[src/rtl/rc_cv_network_mux.sv]
// Time-multiplexed N-channel first-order RC node solver with one shared multiplier.
// Define RC_CV_SATURATE_EN to clamp s' and v instead of two's-complement wrapping.
module rc_cv_network_mux #(
    parameter int CHANNELS = 4,
    parameter int W        = 16,
    parameter int HEAD     = 4
) (
    input  logic                          clk,
    input  logic                          I_RST,
    input  logic                          audio_clk_en,
    input  logic [CHANNELS*W-1:0]         in_a,
    input  logic [CHANNELS*W-1:0]         in_b,
    input  logic                          coef_we,
    input  logic [$clog2(CHANNELS)+3-1:0] coef_addr,
    input  logic [15:0]                   coef_data,
    output logic                          coef_ready,
    output logic [CHANNELS*W-1:0]         v_control,
    output logic                          out_valid,
    output logic                          busy,
    output logic                          overrun
);

    localparam int SW  = W + HEAD;
    localparam int ACW = SW + 18;
    localparam int PW  = SW + 16;
    localparam int CHW = (CHANNELS > 1) ? $clog2(CHANNELS) : 1;
    localparam int AW  = $clog2(CHANNELS) + 3;
    localparam logic [CHW-1:0] LAST_CH = CHW'(CHANNELS - 1);

    localparam logic signed [ACW-1:0] S_MAX = {{(ACW-SW+1){1'b0}}, {(SW-1){1'b1}}};
    localparam logic signed [ACW-1:0] S_MIN = ~S_MAX;
    localparam logic signed [PW-1:0]  V_MAX = {{(PW-W+1){1'b0}}, {(W-1){1'b1}}};
    localparam logic signed [PW-1:0]  V_MIN = ~V_MAX;

    typedef enum logic [1:0] {IDLE, MAC, OUT, DONE} state_t;

    state_t         state, state_nx;
    logic [CHW-1:0] ch, ch_nx;
    logic [1:0]     step, step_nx;

    logic signed [15:0]   coef_a  [CHANNELS];
    logic signed [15:0]   coef_b0 [CHANNELS];
    logic signed [15:0]   coef_b1 [CHANNELS];
    logic signed [15:0]   coef_c  [CHANNELS];
    logic signed [15:0]   coef_g  [CHANNELS];
    logic signed [SW-1:0] s_reg   [CHANNELS];
    logic signed [W-1:0]  snap_a  [CHANNELS];
    logic signed [W-1:0]  snap_b  [CHANNELS];
    logic signed [W-1:0]  stage   [CHANNELS];
    logic [CHANNELS*W-1:0] v_reg;
    logic signed [ACW-1:0] acc;
    logic                  ovr_reg;

    logic signed [15:0]    mul_coef;
    logic signed [SW-1:0]  mul_op;
    logic signed [PW-1:0]  prod;
    logic signed [ACW-1:0] s_shift;
    logic signed [SW-1:0]  s_new;
    logic signed [PW-1:0]  v_shift;
    logic signed [W-1:0]   v_new;
    logic [AW-1:0]         wr_ch;
    logic [2:0]            wr_sel;
    logic                  strobe_ok;

    assign wr_ch     = coef_addr >> 3;
    assign wr_sel    = coef_addr[2:0];
    assign strobe_ok = audio_clk_en && (state == IDLE);
    assign v_control = v_reg;
    assign overrun   = ovr_reg;

    // Operand selection for the shared multiplier: four MAC terms, then g*s' in OUT.
    always_comb begin
        mul_coef = '0;
        mul_op   = '0;
        if (state == MAC) begin
            case (step)
                2'd0: begin mul_coef = coef_a[ch];  mul_op = s_reg[ch];        end
                2'd1: begin mul_coef = coef_b0[ch]; mul_op = SW'(snap_a[ch]);  end
                2'd2: begin mul_coef = coef_b1[ch]; mul_op = SW'(snap_b[ch]);  end
                default: begin mul_coef = coef_c[ch]; mul_op[W-1] = 1'b1;     end
            endcase
        end else if (state == OUT) begin
            mul_coef = coef_g[ch];
            mul_op   = s_new;
        end
    end

    assign prod    = mul_coef * mul_op;
    assign s_shift = acc >>> 14;
    assign v_shift = prod >>> 14;

`ifdef RC_CV_SATURATE_EN
    always_comb begin
        if (s_shift > S_MAX)      s_new = SW'(S_MAX);
        else if (s_shift < S_MIN) s_new = SW'(S_MIN);
        else                      s_new = SW'(s_shift);
        if (v_shift > V_MAX)      v_new = W'(V_MAX);
        else if (v_shift < V_MIN) v_new = W'(V_MIN);
        else                      v_new = W'(v_shift);
    end
`else
    always_comb begin
        s_new = SW'(s_shift);
        v_new = W'(v_shift);
    end
`endif

    // Sweep sequencing: 4 MAC steps plus one OUT step per channel, then a single DONE cycle.
    always_comb begin
        state_nx   = state;
        ch_nx      = ch;
        step_nx    = step;
        busy       = (state != IDLE);
        coef_ready = (state == IDLE);
        out_valid  = (state == DONE);
        case (state)
            IDLE: if (audio_clk_en) begin
                state_nx = MAC;
                ch_nx    = '0;
                step_nx  = '0;
            end
            MAC: if (step == 2'd3) state_nx = OUT;
                 else              step_nx  = step + 2'd1;
            OUT: if (ch == LAST_CH) state_nx = DONE;
                 else begin
                     state_nx = MAC;
                     ch_nx    = ch + 1'b1;
                     step_nx  = '0;
                 end
            default: state_nx = IDLE;
        endcase
    end

    always_ff @(posedge clk) begin
        if (I_RST) begin
            state   <= IDLE;
            ch      <= '0;
            step    <= '0;
            acc     <= '0;
            ovr_reg <= 1'b0;
            v_reg   <= '0;
            for (int k = 0; k < CHANNELS; k++) begin
                coef_a[k]  <= 16'sd0;
                coef_b0[k] <= 16'sd16384;
                coef_b1[k] <= 16'sd0;
                coef_c[k]  <= 16'sd0;
                coef_g[k]  <= 16'sd16384;
                s_reg[k]   <= '0;
                snap_a[k]  <= '0;
                snap_b[k]  <= '0;
                stage[k]   <= '0;
            end
        end else begin
            state <= state_nx;
            ch    <= ch_nx;
            step  <= step_nx;
            if (audio_clk_en && state != IDLE)
                ovr_reg <= 1'b1;
            for (int k = 0; k < CHANNELS; k++) begin
                if (strobe_ok) begin
                    snap_a[k] <= in_a[k*W +: W];
                    snap_b[k] <= in_b[k*W +: W];
                end
                if (coef_we && state == IDLE && wr_ch == AW'(k)) begin
                    case (wr_sel)
                        3'd0: coef_a[k]  <= coef_data;
                        3'd1: coef_b0[k] <= coef_data;
                        3'd2: coef_b1[k] <= coef_data;
                        3'd3: coef_c[k]  <= coef_data;
                        3'd4: coef_g[k]  <= coef_data;
                        default: ;
                    endcase
                end
            end
            if (state == MAC)
                acc <= (step == 2'd0) ? ACW'(prod) : acc + ACW'(prod);
            if (state == OUT) begin
                s_reg[ch] <= s_new;
                stage[ch] <= v_new;
            end
            // Load all outputs together so they are visible during the DONE cycle.
            if (state == OUT && ch == LAST_CH) begin
                for (int k = 0; k < CHANNELS; k++)
                    v_reg[k*W +: W] <= (ch == CHW'(k)) ? v_new : stage[k];
            end
        end
    end

endmodule
[config.mk]
export PLATFORM = sky130hd
export DESIGN_NAME = rc_cv_network_mux
export DESIGN_NICKNAME = d
export VERILOG_FILES = /design/src/rtl/rc_cv_network_mux.sv
export SDC_FILE = /design/constraint.sdc
export NUM_CORES = 2
export LEC_CHECK = 0
export CAP_MARGIN = 25
export CORE_ASPECT_RATIO = 0.6
export CORE_MARGIN = 2
export CORE_UTILIZATION = 40
export CTS_BUF_LIST = sky130_fd_sc_hd__clkbuf_4
export DETAILED_ROUTE_END_ITERATION = 7
export GPL_ROUTABILITY_DRIVEN = 0
export PLACE_DENSITY = 0.57
export SLEW_MARGIN = 10
export SYNTH_ARGS = -nofsm -noshare
export SYNTH_HDL_FRONTEND = slang
export SYNTH_SLANG_ARGS = --single-unit
export TNS_END_PERCENT = 50
[constraint.sdc]
create_clock -name clk -period 10.92 [get_ports clk]
set_input_delay 1.638 -clock clk [delete_from_list [all_inputs] [get_ports clk]]
set_output_delay 1.638 -clock clk [all_outputs]
set_load 0.02 [all_outputs]
After elaboration in Yosys (flattened, before gate mapping). Memory sizes are Yosys's and may differ from the RTL's. A register that Yosys moved wholly into a read port is not among the register bits. Cells that the tools add are included.

Bits in registers: 45. Memory bits (writable): 592. Output and inout port bits: 68. Word-level logic and storage cells: 226. Memories: 9.

Add/subtract/negate cells: 3. Multiply operators: 1. Equality and inequality tests: 18. Muxes and demuxes: 142. Bitwise gates (word level): 28. Reduce and logical (&&, ||, !) cells: 20.

Memory list: s_reg (words 4, width 20, read ports 1, clocked after memory_dff 1, write ports 4, RTL line 46) `logic signed [SW-1:0] s_reg [CHANNELS];`; coef_a (words 4, width 16, read ports 1, clocked after memory_dff 1, write ports 4, RTL line 41) `logic signed [15:0] coef_a [CHANNELS];`; coef_b0 (words 4, width 16, read ports 1, clocked after memory_dff 1, write ports 4, RTL line 42) `logic signed [15:0] coef_b0 [CHANNELS];`; coef_b1 (words 4, width 16, read ports 1, clocked after memory_dff 1, write ports 4, RTL line 43) `logic signed [15:0] coef_b1 [CHANNELS];`; coef_c (words 4, width 16, read ports 1, clocked after memory_dff 1, write ports 4, RTL line 44) `logic signed [15:0] coef_c [CHANNELS];`; coef_g (words 4, width 16, read ports 1, clocked after memory_dff 1, write ports 4, RTL line 45) `logic signed [15:0] coef_g [CHANNELS];`; 3 more memories.

Operators with widths (count): 16-bit 2-to-1 mux (31); 1-bit 2-to-1 mux (75); 20-bit 2-to-1 mux (3); 2-bit 2-to-1 mux (25); 16-bit case mux with 3 select lines (1); 15-bit case mux with 3 select lines (1); 38-bit by 36-bit adder with 38-bit output (1); 38-bit 2-to-1 mux (1); 16-bit by 20-bit multiplier with 36-bit output (1); 1-bit bitwise OR (28); 20-bit OR reduction (1); 16-bit OR reduction (1); 2-bit equality test (second input constant) (7); 2-bit case mux with 3 select lines (2); 4-bit case mux with 3 select lines (1); 1-bit logical AND (8); 2-bit inequality test (second input constant) (4); 2-bit by 1-bit equality test with 1-bit output (second input constant) (3); 3-bit by 2-bit equality test with 1-bit output (second input constant) (2); 5-bit logical NOT (1); 2-bit by 1-bit adder with 2-bit output (second input constant) (2); 2-bit logical NOT (2); 2-bit case mux with 2 select lines (1); 4-bit AND reduction (1); 8 further kinds (9).

Longest topological paths before layout.
Depth in word-level cells: 7. Gate-level depth with buffers: 45. Depth with buffers taken out: 41.

Worst setup path before layout. Ideal clock, no wire load.

Kind: flip-flop to flip-flop. From: register with a tool-made name. To: register acc[33]. Arrival: 9821 ps. Setup slack: 960 ps. Stages on the path, launching flop included: 40. Path buffers: 7. Path through: dfxtp_1 -> buf_6 -> buf_6 -> buf_6 -> buf_4 -> buf_4 -> buf_2 -> mux4_2 -> a21oi_1 -> clkbuf_1 -> nor2_1 -> fa_1 -> inv_1 -> fa_1 -> fa_1 -> inv_1 -> fa_1 -> fa_1 -> [... 4 more ...] -> a2111oi_0 -> a21o_1 -> a21oi_1 -> o41ai_1 -> xor2_1 -> inv_1 -> ha_1 -> a21o_1 -> a21o_1 -> a21oi_1 -> nor2b_1 -> o21ai_0 -> a21oi_1 -> a211o_1 -> a21o_1 -> a21oi_1 -> mux2i_1 -> a41oi_1.

RTL lines: end signal, assigned (RTL line 176) `acc <= (step == 2'd0) ? ACW'(prod) : acc + ACW'(prod);`; end, declared (RTL line 51) `logic signed [ACW-1:0] acc;`.

==> results.txt <==
The run finished with clean final reports. Number of levels in the clock H-tree: 4. For the worst flop-to-flop path, the logic depth is 39. Summing all flip-flop and latch instances after layout gives 0.01993 mm^2.

The maximum operating frequency came out at 95.92 MHz. The final core area utilization was 46.76%. For the portion of total power attributed to combinational logic, the log shows 15.1%.

Adding up every negative setup slack in the final design gives 0 ns. The critical setup path kind was reg -> reg. The tree built by TritonCTS fans out to 699 sinks. Net switching is 28.98% of the power. The first global-routing pass estimated 201.7 mm of wire.

Final hold analysis gives a worst-case slack of 0.4521 ns. The aggregate global-route resource usage is 24.62%, and the initial core utilization is 40.32%. The clock insertion delay at the later pin of the skew report was 1.13 ns.

The largest individual stage delay along the critical path comes from the cell dfxtp_4. The total number of cells along the worst setup path works out to 39. Among all flip-flop cells after synthesis, the most frequent one is edfxtp_1. The classification of the worst-slack hold path was reg -> reg.

In this run the tightest slew margin relative to its limit is 32.87%. Timing analysis after detailed placement gives a worst setup slack of 0.2682 ns. The longest individual stage delay on the worst path is 0.67 ns. In this run the core area contains 93 standard-cell rows. After detailed placement, the design holds a cell count of 5339. In this run the count of I/O pins placed on the die edge is 221.

Once detailed placement completed, the half-perimeter wirelength came to 97.61 mm. The internal power of the cells totals 0.004431 W. Yosys synthesis warning count: 0. TritonCTS built the clock tree.

The areal power density over the cells works out to 124.4 mW/mm^2. The endpoint kind of the worst setup timing path was a flip-flop. For the maximum vdd drop, the log shows 82.50 uV. The core region area is 0.1073 mm^2, and the clock transition time at the flip-flop clock pins of the worst setup and hold paths is 0.07 ns. In the routed design, unresolved DRC markers number 0.

The remaining antenna violation count after routing was 0. The run gives 3188 as the iteration-0 DRC count of the detailed router. Of the total synthesized cell area, the portion taken by XOR and XNOR cells is 1.316%.

Setup violations remaining at the end of the flow were counted as 0. Setup repair after global routing left no endpoint under its margin. After synthesis, the cell types taking the most area are edfxtp_1 (41%), fa_1 (14%), and2_1 (7.3%).

In the synthesized netlist the async set-or-reset flop fraction comes to 0%. For the final count of hold timing violations, the log shows 0. By instance count, the cell type seen most on the critical path is fa_1.

The basic-gate share of the synthesized area counting and, or, nand and nor cells came out at 15.46%. The nature of the critical path startpoint was a flip-flop. Portion of synthesized cell area occupied by the leading cell type: 41.10%. The synthesized netlist occupies a cell area of 0.04325 mm^2. The register with the most flip-flops in the layout has 80 of them. The setup skew after layout is 0.06340 ns, and the pin count of the biggest net entering global routing is 129.

The tools report the post-synth net total as 4329. The slack of the critical path was 0.4942 ns. The portion of synthesized area spent on multiplexers is 6.966%. Counting both buffers and inverters, the worst setup path holds a total of 8. Of all cell types, the one taking the most synthesized area is edfxtp_1. Compared with the post-synthesis result, the final layout area differs by 15.99%. The detail-routed net length per standard cell was 23.69 um; the total number of vias was 30.21k. Count of TritonRoute iterations in the first routing pass: 6. From bottom edge to top edge, the die measures 258.7 um. The tools report the post-synthesis cell count as 3746.

The commonest cells after synthesis are edfxtp_1 (592), and2_1 (503), inv_1 (410). The post-detailed-route via-to-cell ratio came out at 5.352. Across the run, the number of max-cap violations was 0.

Yosys mapped a number of flops with a built-in enable equal to 592. In this run the deepest clock path goes through 3 buffers. Highest fanout seen on the critical path: 25. Most numerous cell in the Yosys netlist: edfxtp_1. The count of pins over their slew limit is 0.

For this block, the routed nets add up to 133.8 mm of wire. The multi-input combinational cells in the finished layout cover a total of 0.02110 mm^2. The run gives 11.87 ns as the critical path required time. The horizontal die dimension is 428.5 um. The leakage component of the power came out at 20.03 nW.

Sequential cells burn 49.1% of the power. The actual transition at the worst max-transition pin works out to 1.007 ns. The fraction of layout cells with a size suffix above 1 works out to 15.28%.

The die covers 0.1109 mm^2. The worst hold path passes through 2 cells. For this run, the number of standard cells in the final layout without fillers is 5645. The synthesized area per cell was 11.55 um^2.

The layout has 9930 filler cells. The total overflow left after global routing is 0. CTS placed an instance of clkbuf_4 at the clock tree root. Data on the critical path arrives at its endpoint at 11.38 ns. Summed over all nets, the switching power comes to 0.001808 W.

The logs give 0 for the count of hold buffers inserted by post-cts repair and 172 for the number of buffers created by CTS. The number of antenna violations at the first check in global routing is 11, and the register bit total from synthesis is 699. After Yosys synthesis, full adders, half adders and majority gates account for 17.73% of the synthesized area. The largest family of logic cells by synthesized area was adder cells. Compound-cell area share of the yosys netlist: 6.836%.

Summing the sequential cell areas from Yosys gives 46.05% of the chip area. The final critical path takes up 95.47% of the cycle. For the final-stage net count, the log shows 4674. Synthesis instantiated 80 different standard cells from the library. The number of I/O port buffers was 220. The time the worst path needs with I/O delays and setup was 10.43 ns. The clock network accounts for 35.8% of the total power. The tools report the via count of the first global-routing pass as 30.65k. Among cell families on the critical path, the largest total delay comes from compound AO/OA/AOI/OAI gates.
[worst register-to-register path: cells and delay by family, from the launching register on]
kind	cells	cell delay, ns
AO/OA/AOI/OAI	16	3.60
XOR/XNOR	1	0.33
adder cells (fa/ha/maj)	8	3.59
buffers and inverters	8	1.08
flip-flops	1	0.67
multiplexers	2	0.60
AND/OR/NAND/NOR	4	0.40
[placed cells by master, fill, tap and decap left out, types with 13 or more instances in the layout]
master / count
ha_1: 123
mux4_2: 128
xnor2_1: 44
clkbuf_4: 240
edfxtp_1: 592
o21ai_1: 34
nand2b_1: 33
nand3_1: 15
nor2_1: 328
buf_4: 159
and3_1: 25
fa_1: 305
and2_1: 503
a222oi_1: 15
xor2_1: 20
a22oi_1: 25
dfxtp_1: 105
diode_2: 13
a21o_1: 42
inv_1: 408
or2_2: 14
o21a_1: 14
o21ai_0: 39
nand2_1: 317
clkdlybuf4s50_1: 219
a211oi_1: 21
nor2b_1: 14
a21oi_1: 141
clkinv_1: 29
o211ai_1: 14
nor3_1: 33
[power groups by stage]
stage	Combinational (W)	Sequential (W)	Clock, W
after floorplan	0.000518	0.00310	0
after global placement	0.000913	0.00312	0
after detailed placement	0.000913	0.00312	0
after CTS	0.000922	0.00306	0.00230
after global routing	0.00102	0.00308	0.00242
final	0.000940	0.00307	0.00223
[area by class of cell]
class,instances,area share [%]
antenna,13,0.06484
clock buffer,240,3.591
clock inverter,50,0.6584
inverter,411,3.082
multi-input combinational,2415,42.05
sequential,699,39.72
tap,1425,3.554
timing repair buffer,392,7.282
[through the flow]
stage | total power [W] | area (um^2)
3_5_place_dp | 0.004035 | 47920
2_1_floorplan | 0.003617 | 43250
5_1_grt | 0.006508 | 50150
6_report | 0.006239 | 50170
3_3_place_gp | 0.004036 | 47850
4_1_cts | 0.006282 | 50060
[worst paths after layout]
kind                        to         start  slack [ns]
hold reg to reg   v_control[5]  v_control[5]        0.45
hold / removal    v_control[5]  v_control[5]        0.45
setup / recovery       acc[33]     flip-flop        0.49
setup reg to reg       acc[33]     flip-flop        0.49
[repair_timing]
action	4_1_cts	5_1_grt
hold endpoints to repair	0	0
setup buffers	0	2
gates resized for setup	0	10
setup endpoints to repair	0	11
[kinds of logic after synthesis]
logic type	after synthesis
and+or+nand+nor	1338
xor gates and xnor gates	65
adders and majority gates	430
muxes	140
buffers and inverters	632
DFF	699
AOI/OAI and AO/OA	442
[per-layer routing]
| layer | share of wire [%] | up-vias | track usage (%) |
|---|---|---|---|
| met5 | 0.32 | - | 2.522 |
| met4 | 1.8 | 10 | 6.370 |
| met3 | 13 | 178 | 10.60 |
| met2 | 37 | 1523 | 30.75 |
| met1 | 47 | 15030 | 37.76 |
| li1 | - | 13470 | - |
No activity file was read; power rests on OpenSTA's default activity.
